## config.mk

```make
export PLATFORM = sky130hd
export DESIGN_NAME = reg_dump_tx
export DESIGN_NICKNAME = d
export VERILOG_FILES = /design/src/rtl/uart_pkg.sv /design/src/rtl/uart_tx_byte.sv /design/src/rtl/reg_dump_tx.sv
export SDC_FILE = /design/constraint.sdc
export NUM_CORES = 1
export LEC_CHECK = 0
export BUFFER_PORTS_ARGS = -buffer_cell sky130_fd_sc_hd__buf_4
export CORE_ASPECT_RATIO = 0.9
export CORE_MARGIN = 3
export CORE_UTILIZATION = 55
export DETAILED_ROUTE_END_ITERATION = 8
export PLACE_DENSITY = 0.79
export SLEW_MARGIN = 10
export SYNTH_ARGS = -nofsm -noshare
export SYNTH_HDL_FRONTEND = slang
export SYNTH_SLANG_ARGS = --single-unit
```

## constraint.sdc

```tcl
create_clock -name clk -period 2.8 [get_ports clk]
set_clock_uncertainty 0.05 [all_clocks]
set_input_delay 0.84 -clock clk [delete_from_list [all_inputs] [get_ports clk]]
set_output_delay 0.84 -clock clk [all_outputs]
set_load 0.01 [all_outputs]
```

## src/rtl/uart_pkg.sv

```systemverilog
// Shared constants and state encodings for the register-dump UART path.
package uart_pkg;

    // Marks the start of every dump frame so the host can resynchronise.
    localparam logic [7:0] SYNC_BYTE = 8'hA5;

    // 12 MHz system clock, 115200 baud.
    localparam int DEFAULT_CLKS_PER_BIT = 104;

    // Frame-level sequencer states.
    typedef enum logic [1:0] {
        S_IDLE = 2'd0,
        S_SYNC = 2'd1,
        S_REG  = 2'd2,
        S_CSUM = 2'd3
    } seq_state_t;

    // Bit-level transmitter states.
    typedef enum logic [1:0] {
        B_IDLE  = 2'd0,
        B_START = 2'd1,
        B_DATA  = 2'd2,
        B_STOP  = 2'd3
    } bit_state_t;

    // Baud counter width; one bit minimum so CLKS_PER_BIT = 1 still elaborates.
    function automatic int baud_cnt_width(input int clks_per_bit);
        return (clks_per_bit > 1) ? $clog2(clks_per_bit) : 1;
    endfunction

endpackage

```

## src/rtl/uart_tx_byte.sv

```systemverilog
// 8N1 byte serialiser. A load accepted in IDLE or in the last cycle of the
// stop bit starts the next byte with no idle gap between bytes.
//
// state   | meaning
// --------+-----------------------------------------------
// B_IDLE  | line idle high, waiting for load
// B_START | start bit (0) on the line
// B_DATA  | data bit bit_cnt (LSB first) on the line
// B_STOP  | stop bit (1); ready in its last cycle
module uart_tx_byte
    import uart_pkg::*;
#(
    parameter int CLKS_PER_BIT = DEFAULT_CLKS_PER_BIT
) (
    input  logic       clk,
    input  logic       reset,
    input  logic       load,
    input  logic [7:0] byte_in,
    output logic       tx,
    output logic       ready
);

    localparam int              CW        = baud_cnt_width(CLKS_PER_BIT);
    localparam logic [CW-1:0]   BAUD_LAST = CW'(CLKS_PER_BIT - 1);

    bit_state_t    state, state_n;
    logic [CW-1:0] baud_cnt, baud_cnt_n;
    logic [2:0]    bit_cnt, bit_cnt_n;
    logic [7:0]    shreg, shreg_n;
    logic          tx_n;
    logic          baud_end;

    assign baud_end = (baud_cnt == BAUD_LAST);
    assign ready    = (state == B_STOP) && baud_end;

    // State register; tx is registered so the pin never sees decode glitches.
    always_ff @(posedge clk) begin
        if (reset) begin
            state    <= B_IDLE;
            baud_cnt <= '0;
            bit_cnt  <= '0;
            shreg    <= '0;
            tx       <= 1'b1;
        end else begin
            state    <= state_n;
            baud_cnt <= baud_cnt_n;
            bit_cnt  <= bit_cnt_n;
            shreg    <= shreg_n;
            tx       <= tx_n;
        end
    end

    // Next-state, baud/bit counting and the line level for the next cycle.
    always_comb begin
        state_n    = state;
        baud_cnt_n = baud_cnt;
        bit_cnt_n  = bit_cnt;
        shreg_n    = shreg;
        tx_n       = 1'b1;

        case (state)
            B_IDLE: begin
                if (load) begin
                    state_n    = B_START;
                    shreg_n    = byte_in;
                    baud_cnt_n = '0;
                end
            end
            B_START: begin
                if (baud_end) begin
                    state_n    = B_DATA;
                    baud_cnt_n = '0;
                    bit_cnt_n  = '0;
                end else begin
                    baud_cnt_n = baud_cnt + 1'b1;
                end
            end
            B_DATA: begin
                if (baud_end) begin
                    baud_cnt_n = '0;
                    if (bit_cnt == 3'd7) begin
                        state_n = B_STOP;
                    end else begin
                        bit_cnt_n = bit_cnt + 3'd1;
                        shreg_n   = {1'b0, shreg[7:1]};
                    end
                end else begin
                    baud_cnt_n = baud_cnt + 1'b1;
                end
            end
            B_STOP: begin
                if (baud_end) begin
                    baud_cnt_n = '0;
                    if (load) begin
                        state_n = B_START;
                        shreg_n = byte_in;
                    end else begin
                        state_n = B_IDLE;
                    end
                end else begin
                    baud_cnt_n = baud_cnt + 1'b1;
                end
            end
            default: state_n = B_IDLE;
        endcase

        case (state_n)
            B_START: tx_n = 1'b0;
            B_DATA:  tx_n = shreg_n[0];
            default: tx_n = 1'b1;
        endcase
    end

endmodule

```

## src/rtl/reg_dump_tx.sv

```systemverilog
// Register-dump transmitter: streams sync byte, registers FIRST_REG..LAST_REG
// (MSB first) and an XOR checksum of the data bytes over an 8N1 UART pin.
//
// state  | meaning
// -------+-------------------------------------------------------------
// S_IDLE | waiting for start; line idle
// S_SYNC | sync byte on the line; dump_addr points at FIRST_REG
// S_REG  | data byte byte_idx of the held word on the line
// S_CSUM | checksum byte on the line; done pulses when it completes
module reg_dump_tx
    import uart_pkg::*;
#(
    parameter int CLKS_PER_BIT = DEFAULT_CLKS_PER_BIT,
    parameter int FIRST_REG    = 0,
    parameter int LAST_REG     = 31
) (
    input  logic        clk,
    input  logic        reset,
    input  logic        start,
    output logic [4:0]  dump_addr,
    input  logic [31:0] dump_data,
    output logic        tx,
    output logic        busy,
    output logic        done
);

    localparam logic [4:0] FIRST_A = 5'(FIRST_REG);
    localparam logic [4:0] LAST_A  = 5'(LAST_REG);

    seq_state_t  state, state_n;
    logic [1:0]  byte_idx;
    logic [31:0] hold;
    logic [7:0]  csum;
    logic        last_word;

    logic        load;
    logic [7:0]  byte_in;
    logic        ready;

    logic        frame_start;
    logic        cap_word;
    logic        step_addr;
    logic        finish;
    logic        xor_en;

    uart_tx_byte #(
        .CLKS_PER_BIT (CLKS_PER_BIT)
    ) u_tx_byte (
        .clk     (clk),
        .reset   (reset),
        .load    (load),
        .byte_in (byte_in),
        .tx      (tx),
        .ready   (ready)
    );

    // Sequencer state register.
    always_ff @(posedge clk) begin
        if (reset) begin
            state <= S_IDLE;
        end else begin
            state <= state_n;
        end
    end

    // Picks the next byte for the serialiser at each byte boundary.
    always_comb begin
        state_n     = state;
        load        = 1'b0;
        byte_in     = SYNC_BYTE;
        frame_start = 1'b0;
        cap_word    = 1'b0;
        step_addr   = 1'b0;
        finish      = 1'b0;

        case (state)
            S_IDLE: begin
                if (start) begin
                    load        = 1'b1;
                    byte_in     = SYNC_BYTE;
                    frame_start = 1'b1;
                    state_n     = S_SYNC;
                end
            end
            S_SYNC: begin
                if (ready) begin
                    load     = 1'b1;
                    byte_in  = dump_data[31:24];
                    cap_word = 1'b1;
                    state_n  = S_REG;
                end
            end
            S_REG: begin
                if (ready) begin
                    load = 1'b1;
                    case (byte_idx)
                        2'd0: byte_in = hold[23:16];
                        2'd1: byte_in = hold[15:8];
                        2'd2: begin
                            // Byte 3 of this word is the period preceding the
                            // next word, so the read port moves on here.
                            byte_in   = hold[7:0];
                            step_addr = 1'b1;
                        end
                        default: begin
                            if (last_word) begin
                                byte_in = csum;
                                state_n = S_CSUM;
                            end else begin
                                byte_in  = dump_data[31:24];
                                cap_word = 1'b1;
                            end
                        end
                    endcase
                end
            end
            S_CSUM: begin
                if (ready) begin
                    finish  = 1'b1;
                    state_n = S_IDLE;
                end
            end
            default: state_n = S_IDLE;
        endcase

        xor_en = load && (state_n == S_REG);
    end

    // Address counter, word hold, byte index, checksum and status flags.
    always_ff @(posedge clk) begin
        if (reset) begin
            dump_addr <= FIRST_A;
            byte_idx  <= '0;
            hold      <= '0;
            csum      <= '0;
            last_word <= 1'b0;
            busy      <= 1'b0;
            done      <= 1'b0;
        end else begin
            done <= finish;

            if (frame_start) begin
                csum      <= '0;
                last_word <= 1'b0;
                busy      <= 1'b1;
            end else if (xor_en) begin
                csum <= csum ^ byte_in;
            end

            if (finish) begin
                busy <= 1'b0;
            end

            if (cap_word) begin
                hold     <= dump_data;
                byte_idx <= '0;
            end else if (load && (state == S_REG)) begin
                byte_idx <= byte_idx + 2'd1;
            end

            if (step_addr) begin
                last_word <= (dump_addr == LAST_A);
                dump_addr <= (dump_addr == LAST_A) ? FIRST_A : dump_addr + 5'd1;
            end
        end
    end

endmodule

```

==> summary.txt, run 1 <==
Synth
  – Post-synthesis sequential area ratio: a little under two fifths
  – Number of synthesized flops with an enable pin: 0
  – Syn nets: around 480
  – Post-synthesis instance total: between 400 and 500
  – Synth async-reset ratio: 0%
  – Post-synthesis register bit count: 65
  – Top_reg_cell synth: dfxtp_1
  – Synth cell types: between 40 and 50
  – Synth warn: 0
  – Syn_area_per_cell: 8.02 sq um
  – Synthesized area: about 3400 sq um

STA
  – Rel. slew slack: between 60% and 70%
  – Fin crit share: between 80% and 90%
  – Fmax: about 400 MHz
  – Slew Limit Fails: 0
  – Minimum clock period: roughly 2500 ps
  – Final Worst Setup Slack: roughly 300 ps
  – Hold Vio Cnt, Final: 0
  – Unrepaired setup endpoints after global routing: false
  – Final setup vio count: 0
  – Final TNS setup: 0 ps
  – Worst Max-Slew Pin Slew: ~600 ps
  – Hold WS: between 400 and 500 ps

Power
  – Reg power frac: between 40% and 50%
  – Clock power share: 28.2%
  – Switching Fraction: 34.7%
  – Leakage: about 1.4 nW
  – Power Internal: 1.59 mW
  – Maximum vdd ir drop: around 0.38 mV
  – Sw Pwr: roughly 0.85 mW
  – PwrDens: 621 nW/um^2
  – Comb power frac: roughly 30%
  – Final Power: 2.44 mW

Drt
  – Met2 wire len: around 3700 um
  – Via count: between 3000 and 4000
  – Met3 wire len: 562 um
  – First-pass iteration count of the detailed router: 5
  – Highest layer used for signal routing: met4
  – Via density per instance: roughly 6.2
  – WL met1: a little under 4000 um
  – DRT iter0 DRCs: ~330
  – ANT nets after route: 0
  – DRC Markers: 0
  – Total wire length: around 8300 um
  – Wire per inst: about 16 um

Critical path
  – WP data required: just over 3000 ps
  – CP Launch Type: flop
  – Critical-path top delay cell: a21oi_1
  – Critical path capture point type: flop
  – Slowest stage delay, CP: ~410 ps
  – Setup CP Type: reg -> reg
  – Length in cells of the worst reg-to-reg path: 8
  – Critical path arrival: 2720 ps
  – Worst flop-to-flop path startpoint: state[0]
  – RR Endpoint: u_tx_byte.shreg[1]
  – Flop-to-flop setup slack: between 300 and 400 ps
  – Cell chain of the critical path: inv_1 > ha_1 > nor2b_1 > and3_1 > or2_2 > a21oi_1 > nand2_1 > a31oi_1
  – Crit path max fanout: 6

Worst hold path
  – Min-Delay Path Class: reg -> reg
  – WHS Path Cells: 2
  – Hold Startpoint: hold[23]
  – Worst hold endpoint: hold[23]

Global route
  – Initial antenna violation count: 0
  – Vias in the first global route: 3144
  – Largest net degree at the start of global routing: between 50 and 60
  – Global-route wire length before repair: 14500 um
  – Gr ovfl total: 0
  – GR Util All Layers: 25.7%

CTS
  – CTS tree: built
  – Clock latency on the worst-skew pair: roughly 360 ps
  – Post-CTS setup buffer count: 0
  – Worst-path clk slew: approximately 70 ps
  – CTS root buf: clkbuf_8
  – CTS Buf Count: 9
  – CTS sink count: 65
  – H-tree levels: 3
  – Clk buf depth: 2

Layout
  – Multi-input gate area in the final layout: just under 2000 sq um
  – Antenna Cells: 0
  – # nets final: slightly above 500
  – Fill count: roughly 490
  – Finished Layout Cells: 536
  – Register area: 1300 sq um
  – Synthesis-to-finish area growth: 15.0%
  – Final instance area: between 3000 and 4000 sq um
  – Share of layout cells above drive strength 1: 15.7%
  – Layout Utilization: between 60% and 70%

Place
  – GP Congestion: approximately 0.89
  – Placed insts: 521
  – Post-DP HPWL: 5870 um
  – Worst slack, placed: 242 ps
  – Placed Area: between 3000 and 4000 sq um
  – I/O Buffers: 42

Floorplan
  – Cell Rows: 26
  – Die width: roughly 89 um
  – Initial Util: between 50 and 60%
  – Core Box Area: around 5900 sq um
  – Die Ht: ~80 um
  – I/O pin count: 43
  – Die area: between 7000 and 8000 sq um

Run status
  – Status: finished, final reports clean

Job
  – Maxcap violations: 0
flip-flops by register name (all words and copies together), names as in the netlist:
signal	cells
u_tx_byte.shreg	8
csum	8
busy	1
dump_addr	5
u_tx_byte.baud_cnt	7
byte_idx	2
state	2
hold	24
last_word	1
u_tx_byte.bit_cnt	3
done	1
u_tx_byte.state	2
u_tx_byte.tx	1
critical path, delay by kind of cell (launching register included):
| kind | cells | cell delay, ps |
|---|---|---|
| AO/OA/AOI/OAI | 2 | 590 |
| adder cells (fa/ha/maj) | 1 | 310 |
| buffers and inverters | 1 | 100 |
| flip-flops | 1 | 380 |
| AND/OR/NAND/NOR | 4 | 980 |
per-layer routing:
| metal | vias up | GRT usage [%] |
|---|---|---|
| met2 | 127 | 39.2 |
| met5 | - | 0 |
| met1 | 1537 | 35.2 |
| met4 | 0 | 7.14 |
| li1 | 1613 | - |
| met3 | 21 | 8.01 |
cell usage in the layout (no fill, tap or decap), drive strengths merged, types with 2 or more instances in the layout:
cell	instances
a211oi	4
a21oi	49
a222oi	8
a22o	4
a22oi	3
a311oi	2
a31oi	10
a32o	2
and3	10
buf	50
clkbuf	11
clkinv	4
dfxtp	65
ha	14
inv	8
mux2i	13
nand2	78
nand2b	6
nand3	17
nor2	31
nor2b	4
nor3	8
nor3b	4
o21ai	28
o21bai	2
o31ai	5
or3	7
or4	5
area by class of cell:
type                    instances  share of cell area, %
clock inverters                 4                  0.510
inverters                       8                  0.765
repair buffers                 50                   9.56
flip-flops and latches         65                   33.1
well taps                      70                   2.23
multi-input cells             328                   50.2
clock buffers                  11                   3.60
synthesized netlist by cell type (3+ instances only):
cell type  number  area (sq um)
a211oi_1        4          30.0
a21oi_1        49           245
a222oi_1        8          80.1
a22o_1          4          35.0
a22oi_1         3          22.5
a31oi_1        10          62.6
and3_1         10          62.6
buf_1           3          11.3
buf_2           7          35.0
clkbuf_1       11          41.3
dfxtp_1        65          1300
ha_1           14           175
inv_1           8          30.0
mux2i_1        13           130
nand2_1        78           293
nand2b_1        6          37.5
nand3_1        15          75.1
nor2_1         31           116
nor2b_1         4          25.0
nor3_1          7          35.0
nor3b_1         4          30.0
o21ai_0        27           135
o31ai_1         5          37.5
or3_1           7          43.8
or4_1           5          37.5
how the worst max path moves through the flow:
stage              from               endpoint  slack, ps  depth (start not counted)
4_1_cts        state[1]     u_tx_byte.shreg[7]        290                          7
3_5_place_dp      start  u_tx_byte.baud_cnt[5]        240                          5
2_1_floorplan  state[0]                csum[2]        610                          8
5_1_grt        state[1]     u_tx_byte.shreg[7]         20                          7
3_3_place_gp      start  u_tx_byte.baud_cnt[5]        300                          5
6_report       state[0]     u_tx_byte.shreg[1]        300                          8
logic make-up after synthesis:
group / count (synthesis) / synth area share, %
buf+inv: 33 / 4.36
flops: 65 / 38.1
simple gates: 178 / 26.1
compound gates: 121 / 22.0
mux: 13 / 3.81
fa+ha+maj: 14 / 5.13
xor+xnor: 2 / 0.513
timing repair:
item	CTS	global route
setup endpoints to repair	0	1
hold buffers	0	0
endpoints found under the hold margin	0	0
resized for setup	0	1
power by group through the flow:
stage / Combinational (mW) / Sequential, mW / Clock [mW]
floorplan: 0.514 / 1.04 / 0
global placement: 0.679 / 1.05 / 0
detailed placement: 0.694 / 1.05 / 0
CTS: 0.700 / 1.03 / 0.702
global route: 0.811 / 1.04 / 0.746
finish: 0.722 / 1.03 / 0.688
No activity file was read; power rests on OpenSTA's default activity.
==> inputs of run 2 (changes only) <==
--- a/config.mk
+++ b/config.mk
@@ -8,9 +8,9 @@
 export BUFFER_PORTS_ARGS = -buffer_cell sky130_fd_sc_hd__buf_4
 export CORE_ASPECT_RATIO = 0.9
 export CORE_MARGIN = 3
-export CORE_UTILIZATION = 55
+export CORE_UTILIZATION = 25
 export DETAILED_ROUTE_END_ITERATION = 8
-export PLACE_DENSITY = 0.79
+export PLACE_DENSITY = 0.44
 export SLEW_MARGIN = 10
 export SYNTH_ARGS = -nofsm -noshare
 export SYNTH_HDL_FRONTEND = slang
==> run 2 against run 1 <==
Non-clock buffer count increased by 2. Setup slack improved by 68 ps. Sequential share of layout area shrank 2.2 points. Power increased by 20%. Maximum frequency increased by 2.8%. Cell area is 7.0% higher. Via count down 2.4%. Count of clock-buffer cells in the layout is 3 higher. First-iteration DRC count shrank 32%.
==> summary.txt, run 2 (same netlist as run 1, synthesis figures left out) <==
Critical path
  – Cell chain of the critical path: nand2_1 > nor3_4 > mux2i_1 > nand3_2 > or4_1 > a21oi_1 (was inv_1 > ha_1 > nor2b_1 > and3_1 > or2_2 > a21oi_1 > nand2_1 > a31oi_1)
  – Critical path arrival: 2650 ps (was 2720 ps)
  – Flop-to-flop setup slack: 370 ps (was 300 ps)
  – RR Endpoint: csum[7] (was u_tx_byte.shreg[1])
  – Setup CP Type: reg -> reg (unchanged)
  – Length in cells of the worst reg-to-reg path: 6 (was 8)
  – Slowest stage delay, CP: 590 ps (was 410 ps)
  – CP Launch Type: flop (unchanged)
  – Worst flop-to-flop path startpoint: u_tx_byte.state[0] (was state[0])
  – WP data required: 3020 ps (was 3030 ps)
  – Critical path capture point type: flop (unchanged)
  – CP delay by family, top: simple AND/OR/NAND/NOR gates (unchanged)
  – CP bufs+invs: 0 (was 1)
  – Crit path max fanout: 16 (was 6)
  – Critical-path top delay cell: dfxtp_1 (was a21oi_1)

Worst hold path
  – Hold Startpoint: hold[9] (was hold[23])
  – Worst hold endpoint: hold[9] (was hold[23])
  – WHS Path Cells: 2 (unchanged)
  – Min-Delay Path Class: reg -> reg (unchanged)

Global route
  – Largest net degree at the start of global routing: 59 (unchanged)
  – Global-route wire length before repair: 15900 um (was 14500 um)
  – GR Util All Layers: 13.5% (was 25.7%)
  – Vias in the first global route: 3167 (was 3144)
  – Gr ovfl total: 0 (unchanged)
  – Initial antenna violation count: 0 (unchanged)

Power
  – Leakage: 1.51 nW (was 1.44 nW)
  – Final Power: 2.92 mW (was 2.44 mW)
  – Maximum vdd ir drop: 0.269 mV (was 0.378 mV)
  – PwrDens: 695 nW/um^2 (was 621 nW/um^2)

Layout
  – Final instance area: 4200 sq um (was 3930 sq um)
  – Synthesis-to-finish area growth: 23.0% (was 15.0%)
  – Most common cell after layout, fill and taps aside: nand2_1 (unchanged)
  – Layout Utilization: 32.2% (was 67.1%)
  – # nets final: 513 (was 511)
  – Register with the most flip-flops: hold (unchanged)
  – Largest registers: hold: 24 flops, csum: 8 flops, u_tx_byte.shreg: 8 flops (unchanged)
  – Number of flip-flops in the largest register: 24 (unchanged)
  – Finished Layout Cells: 633 (was 536)
  – Share of layout cells above drive strength 1: 15.8% (was 15.7%)
  – Commonest non-fill, non-tap cells in the layout: 78 x nand2_1, 65 x dfxtp_1, 52 x buf_4, 49 x a21oi_1, 31 x nor2_1 (was 78 x nand2_1, 65 x dfxtp_1, 50 x buf_4, 49 x a21oi_1, 31 x nor2_1)
  – Antenna Cells: 0 (unchanged)

CTS
  – Post-CTS setup buffer count: 0 (unchanged)
  – CTS tree: built (unchanged)
  – Hold_buf cts: 0 (unchanged)
  – H-tree levels: 3 (unchanged)
  – Post_cts resized: 0 (unchanged)
  – CTS sink count: 65 (unchanged)
  – CTS root buf: clkbuf_16 (was clkbuf_8)
  – Clock latency on the worst-skew pair: 340 ps (was 360 ps)
  – CTS Buf Count: 9 (unchanged)
  – Clk buf depth: 2 (unchanged)
  – Worst-path clk slew: 60 ps (was 70 ps)

Drt
  – DRT iter0 DRCs: 226 (was 333)
  – First-pass iteration count of the detailed router: 5 (unchanged)
  – Via count: 3218 (was 3298)
  – Total wire length: 9540 um (was 8340 um)
  – ANT nets after route: 0 (unchanged)
  – Wire per inst: 15.1 um (was 15.6 um)
  – Via density per instance: 5.08 (was 6.15)
  – DRC Markers: 0 (unchanged)

Floorplan
  – Initial Util: 26.2% (was 58.3%)
  – Die Ht: 117 um (was 80.8 um)
  – Die area: 15100 sq um (was 7190 sq um)
  – Die width: 129 um (was 89.1 um)
  – Core Box Area: 13000 sq um (was 5860 sq um)
  – Cell Rows: 39 (was 26)
  – I/O pin count: 43 (unchanged)

STA
  – Final TNS setup: 0 ps (unchanged)
  – Unrepaired setup endpoints after global routing: false (unchanged)
  – Rel. slew slack: 56.6% (was 60.4%)
  – Slew Limit Fails: 0 (unchanged)
  – Final setup vio count: 0 (unchanged)
  – Minimum clock period: 2430 ps (was 2500 ps)
  – Hold Vio Cnt, Final: 0 (unchanged)
  – Worst Max-Slew Pin Slew: 651 ps (was 592 ps)
  – Fmax: 412 MHz (was 400 MHz)
  – Fin crit share: 86.8% (was 89.2%)

Place
  – I/O Buffers: 42 (unchanged)
  – Placed insts: 617 (was 521)
  – Placed Area: 3890 sq um (was 3760 sq um)
  – Post-DP HPWL: 6880 um (was 5870 um)
  – GP Congestion: 0.778 (was 0.895)

Run status
  – Status: finished, final reports clean (unchanged)

Job
  – Maxcap violations: 0 (unchanged)
## run 2: changes by cell type in the layout (fill, tap and decap cells not counted), sizes merged
cell    previous run  this run
bufinv             0         1
clkbuf            11        14
buf               50        52
clkinv             4         1
## run 2: power by group
group	internal (mW)	leakage, nW	total, mW	switching, mW
clock network	0.760	0.153	1.16	0.402
logic	0.275	0.834	0.715	0.440
registers	0.984	0.526	1.04	0.0583
## run 2: layout make-up
class / count / area (sq um)
well taps: 164 / 205
inverters: 8 / 30.0
flip-flops and latches: 65 / 1300
fillers: 1377 / 8830
clock buffers: 14 / 274
clock inverters: 2 / 35.0
multi-input cells: 328 / 1960
repair buffers: 52 / 390
## run 2: how the worst max path moves through the flow
| stage | startpoint | endpoint | slack, ps | cells past startpoint |
|---|---|---|---|---|
| floorplan | state[0] | csum[2] | 610 | 8 |
| global placement | start | csum[0] | 370 | 7 |
| detailed placement | start | csum[2] | 330 | 7 |
| CTS | u_tx_byte.state[0] | csum[2] | 370 | 6 |
| global route | u_tx_byte.state[0] | csum[7] | 100 | 6 |
| finish | u_tx_byte.state[0] | csum[7] | 370 | 6 |
## run 2: through the flow
| stage | setup slack [ps] | hold WS [ps] |
|---|---|---|
| 4_1_cts | 369 | 403 |
| 3_3_place_gp | 365 | 393 |
| 3_5_place_dp | 330 | 395 |
| 6_report | 370 | 402 |
| 2_1_floorplan | 615 | 381 |
| 5_1_grt | 104 | 421 |
## run 2: routing by layer
layer	vias to the layer above	GRT usage (%)	part of all wire, %
li1	1620	-	-
met3	10	3.81	4.4
met5	-	0	0
met2	61	21.1	45
met4	0	3.92	1.2
met1	1527	18.2	49
## run 2: worst reg2reg max path, stage by stage, from the launching register on
cell and delay, ps:
dfxtp_1 590, nand2_1 170, nor3_4 300, mux2i_1 290, nand3_2 270, or4_1 540
a21oi_1 140
